**src/rtl/spi_pkg.sv**
```systemverilog
// Shared types and default sizing for the SPI slave responder.
package spi_pkg;

  localparam int DATA_W_DEF      = 8;
  localparam int SYNC_STAGES_DEF = 2;

  typedef enum logic {
    IDLE  = 1'b0,
    SHIFT = 1'b1
  } state_t;

endpackage

```
**src/rtl/spi_sync_edge.sv**
```systemverilog
// Multi-stage synchronizer for one asynchronous SPI pin, with rise/fall strobes
// taken from the last stage against one extra delay register.
module spi_sync_edge #(
  parameter int   STAGES   = 2,
  parameter logic IDLE_VAL = 1'b0
) (
  input  logic clk,
  input  logic reset,
  input  logic din,
  output logic sync,
  output logic rise,
  output logic fall
);

  logic [STAGES-1:0] chain;
  logic              last_q;

  always_ff @(posedge clk or negedge reset) begin
    if (!reset) begin
      chain  <= {STAGES{IDLE_VAL}};
      last_q <= IDLE_VAL;
    end else begin
      chain  <= {chain[STAGES-2:0], din};
      last_q <= chain[STAGES-1];
    end
  end

  assign sync = chain[STAGES-1];
  assign rise = sync & ~last_q;
  assign fall = ~sync & last_q;

endmodule

```
**src/rtl/spi_slave_responder.sv**
```systemverilog
// Mode-0 SPI slave: LSB-first shift in/out, one-word TX holding buffer and
// a valid/ready RX word port with overrun/underrun pulses.
module spi_slave_responder
  import spi_pkg::*;
#(
  parameter int DATA_W      = DATA_W_DEF,
  parameter int SYNC_STAGES = SYNC_STAGES_DEF
) (
  input  logic              clk,
  input  logic              reset,
  input  logic              cs,
  input  logic              seq_clk,
  input  logic              mosi,
  output logic              miso,
  input  logic [DATA_W-1:0] tx_data,
  input  logic              tx_valid,
  output logic              tx_ready,
  output logic [DATA_W-1:0] rx_data,
  output logic              rx_valid,
  input  logic              rx_ready,
  output logic              busy,
  output logic              overrun,
  output logic              underrun
);

  localparam int              CNT_W    = (DATA_W > 1) ? $clog2(DATA_W) : 1;
  localparam logic [CNT_W-1:0] LAST_BIT = CNT_W'(DATA_W - 1);

  logic cs_s, cs_rise, cs_fall;
  logic sck_s, sck_rise, sck_fall;
  logic mosi_s, mosi_rise, mosi_fall;

  spi_sync_edge #(.STAGES(SYNC_STAGES), .IDLE_VAL(1'b1)) u_sync_cs (
    .clk(clk), .reset(reset), .din(cs), .sync(cs_s), .rise(cs_rise), .fall(cs_fall)
  );
  spi_sync_edge #(.STAGES(SYNC_STAGES), .IDLE_VAL(1'b0)) u_sync_sck (
    .clk(clk), .reset(reset), .din(seq_clk), .sync(sck_s), .rise(sck_rise), .fall(sck_fall)
  );
  spi_sync_edge #(.STAGES(SYNC_STAGES), .IDLE_VAL(1'b0)) u_sync_mosi (
    .clk(clk), .reset(reset), .din(mosi), .sync(mosi_s), .rise(mosi_rise), .fall(mosi_fall)
  );

  state_t            state, state_next;
  logic [SYNC_STAGES:0] flush;
  logic              armed;
  logic [CNT_W-1:0]  bit_cnt;
  logic [DATA_W-1:0] tx_shift, rx_shift, rx_next, hold_data;
  logic              hold_full;
  logic              in_shift, abort, start, at_last, load_pt, tx_wr;

  assign in_shift = (state == SHIFT);
  assign abort    = in_shift && cs_rise;
  assign start    = (state == IDLE) && cs_fall && armed;
  assign at_last  = (bit_cnt == LAST_BIT);
  assign load_pt  = start || (in_shift && !cs_rise && sck_fall && at_last);
  assign tx_wr    = tx_valid && tx_ready;

  assign tx_ready = !hold_full;
  assign busy     = in_shift;
  assign miso     = in_shift && tx_shift[0];

  always_ff @(posedge clk or negedge reset) begin
    if (!reset) state <= IDLE;
    else        state <= state_next;
  end

  always_comb begin
    state_next = state;
    case (state)
      IDLE:    if (cs_fall && armed) state_next = SHIFT;
      SHIFT:   if (cs_rise)          state_next = IDLE;
      default: state_next = IDLE;
    endcase
  end

  // After reset the synchronizers hold idle levels that were never seen on the
  // pins; only arm once real samples show cs high and seq_clk low, so a frame
  // already in flight is ignored until its cs rises and falls again.
  always_ff @(posedge clk or negedge reset) begin
    if (!reset) begin
      flush <= '0;
      armed <= 1'b0;
    end else begin
      flush <= {flush[SYNC_STAGES-1:0], 1'b1};
      if (flush[SYNC_STAGES] && cs_s && !sck_s) armed <= 1'b1;
    end
  end

  always_ff @(posedge clk or negedge reset) begin
    if (!reset) begin
      hold_data <= '0;
      hold_full <= 1'b0;
    end else if (load_pt) begin
      // An empty-buffer load that coincides with a write keeps the new word.
      hold_full <= tx_wr;
      if (tx_wr) hold_data <= tx_data;
    end else if (tx_wr) begin
      hold_full <= 1'b1;
      hold_data <= tx_data;
    end
  end

  always_ff @(posedge clk or negedge reset) begin
    if (!reset) begin
      tx_shift <= '0;
      bit_cnt  <= '0;
      underrun <= 1'b0;
    end else begin
      underrun <= 1'b0;
      if (load_pt) begin
        tx_shift <= hold_full ? hold_data : '0;
        underrun <= !hold_full;
      end else if (abort) begin
        tx_shift <= '0;
      end else if (in_shift && sck_fall) begin
        tx_shift <= tx_shift >> 1;
      end
      if (abort)                     bit_cnt <= '0;
      else if (in_shift && sck_fall) bit_cnt <= at_last ? '0 : bit_cnt + CNT_W'(1);
    end
  end

  always_comb begin
    rx_next          = rx_shift;
    rx_next[bit_cnt] = mosi_s;
  end

  always_ff @(posedge clk or negedge reset) begin
    if (!reset) begin
      rx_shift <= '0;
      rx_data  <= '0;
      rx_valid <= 1'b0;
      overrun  <= 1'b0;
    end else begin
      overrun <= 1'b0;
      if (rx_valid && rx_ready) rx_valid <= 1'b0;
      if (abort) begin
        rx_shift <= '0;
      end else if (in_shift && sck_rise) begin
        rx_shift <= rx_next;
        if (at_last) begin
          rx_data  <= rx_next;
          rx_valid <= 1'b1;
          overrun  <= rx_valid && !rx_ready;
        end
      end
    end
  end

endmodule
```
**config.mk**
```make
export PLATFORM = sky130hd
export DESIGN_NAME = spi_slave_responder
export DESIGN_NICKNAME = d
export VERILOG_FILES = /design/src/rtl/spi_pkg.sv /design/src/rtl/spi_sync_edge.sv /design/src/rtl/spi_slave_responder.sv
export SDC_FILE = /design/constraint.sdc
export NUM_CORES = 1
export LEC_CHECK = 0
export ABC_AREA = 1
export BUFFER_PORTS_ARGS = -buffer_cell sky130_fd_sc_hd__buf_2
export CELL_PAD_IN_SITES_DETAIL_PLACEMENT = 1
export CELL_PAD_IN_SITES_GLOBAL_PLACEMENT = 2
export CORE_ASPECT_RATIO = 1.5
export CORE_UTILIZATION = 36
export CTS_BUF_LIST = sky130_fd_sc_hd__clkbuf_16
export DETAILED_ROUTE_END_ITERATION = 10
export HOLD_SLACK_MARGIN = 0.02
export PLACE_DENSITY_LB_ADDON = 0.1
export RECOVER_POWER = 25
export SLEW_MARGIN = 20
export SYNTH_ARGS = -nofsm -noshare
export SYNTH_HDL_FRONTEND = slang
export SYNTH_HIERARCHICAL = 1
export SYNTH_SLANG_ARGS = --single-unit
```
**constraint.sdc**
```tcl
create_clock -name clk -period 2.3 [get_ports clk]
set_input_delay 0.23 -clock clk [delete_from_list [all_inputs] [get_ports clk]]
set_output_delay 0.23 -clock clk [all_outputs]
set_load 0.02 [all_outputs]
```
==> impl_metrics.json <==
{
  "status": "completed",
  "max_cap_violations": 0,
  "setup-tns-final_ns": 0,
  "cp_num_cells": 6,
  "clockBufferDepth": 2,
  "die_h_um": 99.2,
  "drc": 0,
  "r2r_start": "bit_cnt[0]",
  "cts_tree": "built",
  "final_cells": 341,
  "antenna_found_initial": 0,
  "powerDensity_nw_per_um2": 1020,
  "antennaDiodeCount": 0,
  "critical_path_class": "flip-flop to flip-flop",
  "slowest_stage": "dfrtp_1",
  "crit_path_max_incr_delay_ns": 0.50,
  "layout_common_cells": "nand2_1, dfrtp_1, inv_1, nand3_1, buf_2",
  "n_fill_cell": 733,
  "vias": 1699,
  "drive_above_1_share": 0.199,
  "gp_congestion": 0.795,
  "placed_cells": 332,
  "path_common_cell": "ha_1",
  "drtAntennaViolNets": 0,
  "cp-start-kind": "flip-flop",
  "r2r_cells": 6,
  "hold_end": "u_sync_cs/chain[0]",
  "setup_viol": 0,
  "critPathBufInv": 1,
  "rrSetupSlack_ns": 0.51,
  "grt-ovfl-total": 0,
  "hold_violations": 0,
  "die_width_um": 66.8,
  "cts_max_level": 2,
  "yosysWarningCount": 6,
  "setup_slack_ns": 0.506,
  "via_per_inst": 4.98,
  "crit_arrival_ns": 2.02,
  "wirelength_um": 4790,
  "met3_usage": 0.0310,
  "fin_worst_hold_slack_ns": 0.0346,
  "relSlewSlack": 0.535,
  "fin_skew_ns": 0.00395,
  "synth_fp_nets": 252,
  "final_nets": 284,
  "clkSinkCount": 52,
  "report.final.slew_viol_count": 0,
  "worst-path-max-fanout": 9,
  "p_leak_nw": 1.36,
  "path_delay_family": "adder cells",
  "rsz0062_at_grt": "no",
  "ir_worst_vdd_mv": 0.538,
  "final_util": 0.433,
  "initial_core_util": 0.370,
  "worstHoldPathType": "primary input to flip-flop",
  "grt.met2_usage": 0.310,
  "grt_max_degree": 29,
  "worstHoldStart": "cs",
  "drt-pass1-iter-count": 4,
  "wl_per_cell_um": 14.1,
  "clk_latency_ns": 0.29,
  "worst_slew_pin_slew_ns": 0.692,
  "dpl.hpwl_um": 3550,
  "grt_pass1_wl_um": 8430,
  "timing.rr.end": "rx_data[2]",
  "grt.busiest_layer": "met2",
  "place_ws_ns": 0.519,
  "crit_chain": "ha_1 -> ha_1 -> inv_1 -> nor2_1 -> nand3_1 -> nand2_1",
  "rows": 35,
  "required_ns": 2.53,
  "clk_pin_slew_ns": 0.07,
  "cts_root_buffer": "clkbuf_16",
  "port_buffers": 28,
  "grt_pass1_vias": 1786,
  "met1_usage": 0.185,
  "whs_path_depth": 1,
  "fin_crit_ns": 1.79,
  "drt_iter0_drc": 61,
  "max_freq_mhz": 557,
  "post-route-period-util": 0.780,
  "core_um2": 6130,
  "crit_path_end_kind": "flip-flop",
  "postSynthCellCount": 234,
  "synthToLayoutAreaGrowth_pct": 17.0,
  "syn_area_um2": 2270,
  "numCtsBuffers": 5,
  "design.die.area_um2": 6630,
  "syn_avg_cell_area_um2": 9.70,
  "cts-resized-gates": 0,
  "mostFrequentLayoutCell": "nand2_1",
  "ios": 29,
  "track_usage": 0.166
}
[report_power, final]
group          total, mW  internal, mW  switching (mW)
logic              0.551         0.234           0.317
clock network      0.858         0.517           0.340
registers           1.29          1.12           0.170
total               2.70          1.87           0.827
[worst max path at each step]
stage	start	to	slack, ns
2_1_floorplan	u_sync_cs/chain[1]	tx_shift[0]	0.83
3_3_place_gp	bit_cnt[0]	rx_data[2]	0.55
3_5_place_dp	bit_cnt[0]	rx_data[2]	0.52
4_1_cts	bit_cnt[0]	rx_data[2]	0.50
5_1_grt	bit_cnt[0]	rx_data[4]	0.34
6_report	bit_cnt[0]	rx_data[2]	0.51
[state kept, by name (all words and copies together), names as in the netlist]
name and cells:
u_sync_mosi/chain 2, busy 1, hold_full 1, overrun 1, armed 1, tx_shift 8, u_sync_cs/last_q 1, flush 3
underrun 1, rx_shift 8, u_sync_sck/chain 2, bit_cnt 3, rx_valid 1, hold_data 8, u_sync_sck/last_q 1, u_sync_cs/chain 2
rx_data 8
[final cells by class]
cell class / count / area (µm²) / share of cell area
sequential: 52 / 1310 / 0.492
tap: 74 / 92.6 / 0.0349
multi-input combinational: 148 / 812 / 0.306
clock buffer: 5 / 125 / 0.0471
timing repair buffer: 30 / 160 / 0.0603
inverter: 29 / 113 / 0.0424
clock inverter: 3 / 47.5 / 0.0179
[layer usage]
metal / vias up / part of all wire
li1: 834 / -
met1: 838 / 0.40
met2: 23 / 0.56
met3: 4 / 0.021
met4: 0 / 0.012
met5: - / 0
[stage by stage]
stage          power [mW]  cell area [µm²]
2_1_floorplan        1.70             2270
3_3_place_gp         1.85             2480
3_5_place_dp         1.88             2480
4_1_cts              2.75             2670
5_1_grt              2.88             2660
6_report             2.70             2660
[timing repair]
item,CTS,global route
buffers inserted,0,0
hold endpoints to repair,24,0
hold buffers,1,0
No activity file was read; power rests on OpenSTA's default activity.
